--- src/rtl/idma_txrx_pkg.sv ---
// rtl/idma_txrx_pkg.sv - shared types, response codes and byte-mask helper for the TXRX read port
package idma_txrx_pkg;

  localparam int unsigned StrbWidth   = 4;
  localparam int unsigned OffsetWidth = $clog2(StrbWidth);

  typedef logic [7:0]             byte_t;
  typedef logic [StrbWidth-1:0]   strb_t;
  typedef logic [31:0]            addr_t;
  typedef logic [StrbWidth*8-1:0] data_t;
  typedef logic [1:0]             resp_t;

  localparam resp_t RESP_OKAY   = 2'b00;
  localparam resp_t RESP_SLVERR = 2'b10;

  typedef struct packed {
    logic [OffsetWidth-1:0] offset;
    logic [OffsetWidth-1:0] tailer;
    logic [OffsetWidth-1:0] shift;
  } r_dp_req_t;

  typedef struct packed {
    resp_t resp;
    logic  first;
    logic  last;
  } r_dp_rsp_t;

  typedef struct packed {
    addr_t addr;
  } txrx_req_t;

  typedef struct packed {
    txrx_req_t txrx_req;
  } read_meta_chan_t;

  typedef struct packed {
    logic  req;
    addr_t addr;
    logic  rready;
  } read_req_t;

  typedef struct packed {
    logic  gnt;
    logic  rvalid;
    data_t rdata;
    logic  err;
  } read_rsp_t;

  // Bytes below offset and the top tailer bytes of a beat are not part of the transfer.
  function automatic strb_t calc_mask(input logic [OffsetWidth-1:0] offset,
                                      input logic [OffsetWidth-1:0] tailer);
    strb_t m;
    for (int unsigned i = 0; i < StrbWidth; i++) begin
      m[i] = (i >= 32'(offset)) && (i < (StrbWidth - 32'(tailer)));
    end
    return m;
  endfunction

endpackage

--- src/rtl/idma_txrx_read.sv ---
// rtl/idma_txrx_read.sv - iDMA read port sourcing beats from a TXRX receive interface
// Optional feature macro IDMA_TXRX_READ_ERR_EN: forward read_rsp_i.err as a SLVERR response.
module idma_txrx_read
  import idma_txrx_pkg::*;
#(
  parameter int unsigned NumAxInFlight = 2
) (
  input  logic                       clk_i,
  input  logic                       rst_ni,
  input  r_dp_req_t                  r_dp_req_i,
  input  logic                       r_dp_valid_i,
  output logic                       r_dp_ready_o,
  output r_dp_rsp_t                  r_dp_rsp_o,
  output logic                       r_dp_valid_o,
  input  logic                       r_dp_ready_i,
  input  read_meta_chan_t            read_meta_req_i,
  input  logic                       read_meta_valid_i,
  output logic                       read_meta_ready_o,
  output read_req_t                  read_req_o,
  input  read_rsp_t                  read_rsp_i,
  output logic                       r_chan_valid_o,
  output logic                       r_chan_ready_o,
  output byte_t [StrbWidth-1:0]      buffer_in_o,
  output strb_t                      buffer_in_valid_o,
  input  strb_t                      buffer_in_ready_i
);

  localparam int unsigned CntWidth = $clog2(NumAxInFlight + 1);

  logic [CntWidth-1:0] r_cnt;
  logic [CntWidth-1:0] w_cnt_next;
  logic                r_rsp_valid;
  r_dp_rsp_t           r_rsp;
  logic                r_busy;

  logic  w_req;
  logic  w_grant;
  logic  w_rsp_free;
  logic  w_beat_ok;
  logic  w_rready;
  logic  w_beat;
  strb_t w_mask;
  resp_t w_resp;
  logic  w_unused;

  assign w_req      = read_meta_valid_i & (r_cnt < CntWidth'(NumAxInFlight));
  assign w_grant    = w_req & read_rsp_i.gnt;
  assign w_mask     = calc_mask(r_dp_req_i.offset, r_dp_req_i.tailer);
  assign w_rsp_free = ~r_rsp_valid | r_dp_ready_i;
  // Bytes outside the mask never block the beat; all masked bytes must land together.
  assign w_beat_ok  = &(buffer_in_ready_i | ~w_mask);
  assign w_rready   = r_dp_valid_i & w_rsp_free & w_beat_ok;
  assign w_beat     = read_rsp_i.rvalid & w_rready;

`ifdef IDMA_TXRX_READ_ERR_EN
  assign w_resp = read_rsp_i.err ? RESP_SLVERR : RESP_OKAY;
`else
  assign w_resp = RESP_OKAY;
`endif

  assign w_unused = ^{r_dp_req_i.shift, read_rsp_i.err};

  assign read_req_o.req    = w_req;
  assign read_req_o.addr   = read_meta_req_i.txrx_req.addr;
  assign read_req_o.rready = w_rready;
  assign read_meta_ready_o = w_grant;

  assign buffer_in_o       = read_rsp_i.rdata;
  assign buffer_in_valid_o = w_mask & {StrbWidth{read_rsp_i.rvalid & r_dp_valid_i & w_rsp_free}};
  assign r_dp_ready_o      = w_beat;
  assign r_chan_valid_o    = read_rsp_i.rvalid;
  assign r_chan_ready_o    = w_rready;
  assign r_dp_valid_o      = r_rsp_valid;
  assign r_dp_rsp_o        = r_rsp;

  always_comb begin
    w_cnt_next = r_cnt;
    if (w_grant && !w_beat) begin
      w_cnt_next = r_cnt + CntWidth'(1);
    end else if (!w_grant && w_beat) begin
      w_cnt_next = r_cnt - CntWidth'(1);
    end
  end

  // r_busy marks an open burst so the next accepted beat after an idle period is flagged first.
  always_ff @(posedge clk_i or negedge rst_ni) begin
    if (!rst_ni) begin
      r_cnt       <= '0;
      r_rsp_valid <= 1'b0;
      r_rsp       <= '0;
      r_busy      <= 1'b0;
    end else begin
      r_cnt <= w_cnt_next;
      if (w_beat) begin
        r_rsp_valid <= 1'b1;
        r_rsp.resp  <= w_resp;
        r_rsp.first <= ~r_busy;
        r_rsp.last  <= (w_cnt_next == '0);
        r_busy      <= (w_cnt_next != '0);
      end else if (r_dp_ready_i) begin
        r_rsp_valid <= 1'b0;
      end
    end
  end

  // A returned beat with nothing outstanding means the TXRX side broke protocol.
  assert property (@(posedge clk_i) disable iff (!rst_ni) !(read_rsp_i.rvalid && (r_cnt == '0)));

endmodule

--- config.mk ---
export PLATFORM = sky130hd
export DESIGN_NAME = idma_txrx_read
export DESIGN_NICKNAME = d
export VERILOG_FILES = /design/src/rtl/idma_txrx_pkg.sv /design/src/rtl/idma_txrx_read.sv
export SDC_FILE = /design/constraint.sdc
export NUM_CORES = 1
export LEC_CHECK = 0
export CAP_MARGIN = 20
export CORE_MARGIN = 2
export CORE_UTILIZATION = 19
export CTS_CLUSTER_SIZE = 10
export DETAILED_ROUTE_END_ITERATION = 7
export PLACE_DENSITY = 0.79
export SLEW_MARGIN = 5
export SYNTH_ARGS = -nofsm -noshare
export SYNTH_HDL_FRONTEND = slang
export SYNTH_SLANG_ARGS = --single-unit
--- constraint.sdc ---
create_clock -name clk_i -period 1.8 [get_ports clk_i]
set_input_delay 0.45 -clock clk_i [delete_from_list [all_inputs] [get_ports clk_i]]
set_output_delay 0.45 -clock clk_i [all_outputs]
set_load 0.01 [all_outputs]
* Word level (Yosys, flattened, before mapping) *
Index checks and enable logic that the tools add are counted.

storage, ports and cells
  flip-flop bits (word level) = 6
  input port bits = 82

operators by class
  add/subtract/negate cells = 3
  order comparisons = 8
  multiplexer cells = 4
  bitwise logic cells = 13
  reduce and logical (&&, ||, !) cells = 11

operators with widths
  operator               count
  $lt A1 B32 Y1 const A  2
  $lt A2 B32 Y1 const A  2
  $and A1 B1 Y1          7
  $logic_and A1 B1 Y1    5
  $and A4 B4 Y4          1
  $ge A1 B2 Y1 const A   2
  $mux W2                2
  $not A4 Y4             1
  $or A4 B4 Y4           1
  $reduce_and A4 Y1      1
  $reduce_bool A2 Y1     2
  $sub A3 B2 Y4 const A  1
  $add A2 B1 Y2 const B  1
  $ge A2 B2 Y1 const A   1
  $logic_not A1 Y1       2
  $logic_not A2 Y1       1
  $lt A2 B2 Y1 const B   1
  $mux W1                2
  $not A1 Y1             2
  $sub A2 B1 Y2 const B  1
  $or A1 B1 Y1           1

* Logic depth before layout (Yosys ltp) *
  depth after elaboration = 12
  depth in mapped cells = 5
  gate-level depth less buffers = 5

* Worst setup path after synthesis *
No wires, ideal clock.

  path type = input to output
  start point = input port r_dp_req_i[5] (netlist bit)
  end point = output port read_req_o[0] (netlist bit)
  arrival = 1.444 ns
  setup slack = -0.094 ns
  stages on the path = 4
  cell sequence = nor3_1 or3_4 nor3_1 buf_4

between the ends
  longest elaborated chain between the ends = 6

RTL lines
  element                                       RTL line              source
  start: declaration                            idma_txrx_read.sv:10  input r_dp_req_t r_dp_req_i,
  $ge A1 B2 Y1 or $ge A2 B2 Y1 (tied branches)  idma_txrx_pkg.sv:54   m[i] = (i >= 32'(offset)) && (i < (StrbWidth - 32'(tailer)));
  $logic_and A1 B1 Y1                           idma_txrx_pkg.sv:54
  $not A4 Y4 *                                  idma_txrx_read.sv:51  assign w_beat_ok = &(buffer_in_ready_i | ~w_mask);
  $or A4 B4 Y4 *                                idma_txrx_read.sv:51
  $reduce_and A4 Y1 *                           idma_txrx_read.sv:51
  $and A1 B1 Y1 *                               idma_txrx_read.sv:52  assign w_rready = r_dp_valid_i & w_rsp_free & w_beat_ok;
  end: declaration                              idma_txrx_read.sv:19  output read_req_t read_req_o,

Every way passes the cells marked *; elsewhere a longest branch is shown, timed or not.

* Worst setup path after layout *
  start point = input port r_dp_req_i[5] (netlist bit)
  end point = output port r_dp_ready_o

between the ends
  longest elaborated chain between the ends = 7

RTL lines
  element                                       RTL line              source
  $ge A1 B2 Y1 or $ge A2 B2 Y1 (tied branches)  idma_txrx_pkg.sv:54
  $logic_and A1 B1 Y1                           idma_txrx_pkg.sv:54
  $not A4 Y4 *                                  idma_txrx_read.sv:51
  $or A4 B4 Y4 *                                idma_txrx_read.sv:51
  $reduce_and A4 Y1 *                           idma_txrx_read.sv:51
  $and A1 B1 Y1 *                               idma_txrx_read.sv:52
  $and A1 B1 Y1 *                               idma_txrx_read.sv:53  assign w_beat = read_rsp_i.rvalid & w_rready;
  end: declaration                              idma_txrx_read.sv:12  output logic r_dp_ready_o,

Marked as above.

==> results.md <==
* Beginning of the critical path: r_dp_req_i[5]
* Average vias per placed instance at 3.96
* Total CTS buffers at 3
* Number of warning messages in the yosys log at 0
* Kind of capture point of the worst setup path: primary output
* Cell Chain, Critical Path: buf_8 > nor3_2 > or3_4 > nor4b_4 > buf_2
* Fraction of layout instances using a drive strength above 1 at 0.548
* Run status: finished, violations left
* Distinct cell type count of the synthesized netlist at 21
* Number of slew-limit violations in the final report at 0
* Overall die height at 72.8 um
* Worst-case setup margin in the final layout at -59.7 ps
* Max Fanout on Critical Path at 4
* Data arrival time of the worst path at 1410 ps
* Cell types with the largest area share after synthesis: sky130_fd_sc_hd__buf_4, sky130_fd_sc_hd__dfrtp_1, sky130_fd_sc_hd__nor3_1
* 1st-iter DRT viols at 24
* Worst hold margin at around 450 ps
* Number of levels in the clock H-tree at 1
* Unrepaired setup endpoints after global routing: true
* Library cell with the largest summed area after synthesis: sky130_fd_sc_hd__buf_4
* IO buf count at 27
* Area used by sequential logic in the layout at 150 um^2
* Row count at 25
* Register bit total from synthesis at 6
* Post-CTS setup buffer count at 0
* Startpoint of the tightest hold check path: r_busy
* Largest stage delay on the critical path at ~400 ps
* Buffer type at the clock tree root: sky130_fd_sc_hd__clkbuf_8
* Total wire length at 1.73 mm
* Synthesized instance count at 109
* Footprint of the multi-input gates at slightly above 300 um^2
* GPL Wtd Cong at just under 0.7
* Setup Viol. Count Final at 1
* Sequential cell area fraction in the yosys report at 0.167
* Worst min-delay path class: reg2reg
* Max Buffers Root-to-Sink at 2
* Ports placed on the boundary at around 160
* Detailed-route via count at roughly 550
* Required time worst endpoint at 1350 ps
* Initial core utilization at 0.194
* Mean instance size in the synthesized netlist at about 8.2 um^2
* Antenna violation net count after detailed routing at 0
* Nets@finish at 168
* Reported max-cap violation count at 0
* Inserted Diodes at 0
* Largest net degree at the start of global routing at 9
* First-pass GRT wire length at about 2.7 mm
* Number of enable-type register cells in the synthesized netlist at 0
* Peak supply drop at 219 uV
* Total of fill cells in the finished design at 507
* Crit Path Category: in2out
* First-pass detailed-route iteration total at 4
* Synth top cells by count: sky130_fd_sc_hd__buf_4, sky130_fd_sc_hd__dfrtp_1, sky130_fd_sc_hd__nor3_1
* Top cell type's share of synthesized area at 0.577
* Number of antenna violations at the first check in global routing at 0
* Final critical-path required period at approximately 1900 ps
* Setup skew after layout at 2.73 ps
* Max Fclk at 0.538 GHz
* Area delta synth->final at 1.25%
* Hold-fix buffers, CTS at 0
* Leakage dissipation at 0.000394 uW
* Reg clk slew, reported paths at 40 ps
* Source-to-sink clock delay at the later pin of the worst-skew pair at about 220 ps
* Main synth FF type: sky130_fd_sc_hd__dfrtp_1
* TNS Setup at -59.7 ps
* Final clock period utilization by the worst path at 1.03
* Final Hold Viols at 0
* Final HPWL DP at 1.38 mm
* Num Clock Sinks at 6
* Total GRT Usage at 0.0657
* Startpoint class of the critical path: primary input
* Horiz. Die Dim at between 70 and 80 um
* DRC violations left at 0
* Total congestion overflow after global routing at 0
* Post-Synthesis Cell Area at ~900 um^2
* Total die area at between 5000 and 6000 um^2
* TritonCTS clock tree: built
* Most used standard cell by instance count after synthesis: sky130_fd_sc_hd__buf_4
* Async set-reset flop share out of synthesis at 1.00
* Number of global-route vias before repair at 608
* Violated checks: setup timing
* Crit path max-delay cell type: sky130_fd_sc_hd__or3_4
* FF-to-FF Start: r_dp_valid_o
* Power Density at roughly 770 nW/um^2
* Routed WL per cell at between 10 and 15 um
* Core box area at roughly 4600 um^2
[worst max-delay path: cells and delay by family]
kind	cells	cell delay (ps)
and+or+nand+nor	3	690
buffers and inverters	2	260
[worst paths after layout]
kind | endpoint | slack (ps) | depth (start not counted)
max | r_dp_ready_o | -60 | 5
min | r_dp_rsp_o[1] | 450 | 1
max reg2reg | r_dp_rsp_o[0] | 230 | 5
min reg2reg | r_dp_rsp_o[1] | 450 | 1
max in group asynchronous | r_dp_valid_o | 1110 | 1
min in group asynchronous | r_dp_rsp_o[0] | 470 | 1
[cells in the final DEF (no fill, tap or decap), drive strengths merged, types with 3 or more instances in the layout]
cell type,n
nor3,6
a211oi,3
nor2,3
clkdlybuf4s50,7
dlygate4sd2,4
dfrtp,6
nand2,3
buf,27
clkbuf,4
[what timing repair did]
action | in CTS | in global routing
pin swaps | 5 | 1
endpoints found under the setup margin | 16 | 8
gates resized for setup | 84 | 4
[per-stage QoR]
| stage | power [uW] | util | setup WS (ps) | std cells | area [um^2] |
|---|---|---|---|---|---|
| 6_report | 698 | 0.196 | -59.7 | 138 | 910 |
| 2_1_floorplan | 499 | - | -38.2 | 110 | 916 |
| 4_1_cts | 705 | 0.198 | -88.7 | 138 | 915 |
| 3_5_place_dp | 491 | 0.180 | -1020 | 135 | 833 |
| 5_1_grt | 736 | 0.196 | -103 | 138 | 910 |
| 3_3_place_gp | 484 | 0.180 | -1010 | 135 | 833 |
[flip-flops by register name, indices dropped and copies added, names as in the netlist]
register	flops
r_busy	1
r_dp_valid_o	1
r_cnt	2
r_dp_rsp_o	2
[cells by family after synthesis]
| logic type | count (synthesis) | share of synthesized area |
|---|---|---|
| other cells | 1 | 0.00417 |
| buf+inv | 71 | 0.585 |
| mux | 1 | 0.0125 |
| flops | 6 | 0.167 |
| compound gates | 8 | 0.0613 |
| simple gates | 19 | 0.141 |
| xor+xnor | 3 | 0.0293 |
[routing by layer]
| layer | vias up | global-route usage | share of wire |
|---|---|---|---|
| met5 | - | 0 | 0 |
| met4 | 0 | 0.0864 | 0.085 |
| met3 | 28 | 0.0387 | 0.14 |
| met2 | 28 | 0.0990 | 0.50 |
| met1 | 256 | 0.0513 | 0.28 |
| li1 | 234 | - | - |
[layout make-up]
| cell class | count | area share |
|---|---|---|
| clock buffers | 3 | 0.0454 |
| multi-input cells | 33 | 0.341 |
| inverters | 2 | 0.00825 |
| well taps | 54 | 0.0743 |
| flip-flops and latches | 6 | 0.165 |
| repair buffers | 40 | 0.366 |
[report_power, final]
part	internal, uW	switching [uW]
combinational	158	109
clock	144	59.6
sequential	178	49.3
Note: power is estimated with default switching activity, not from simulation.
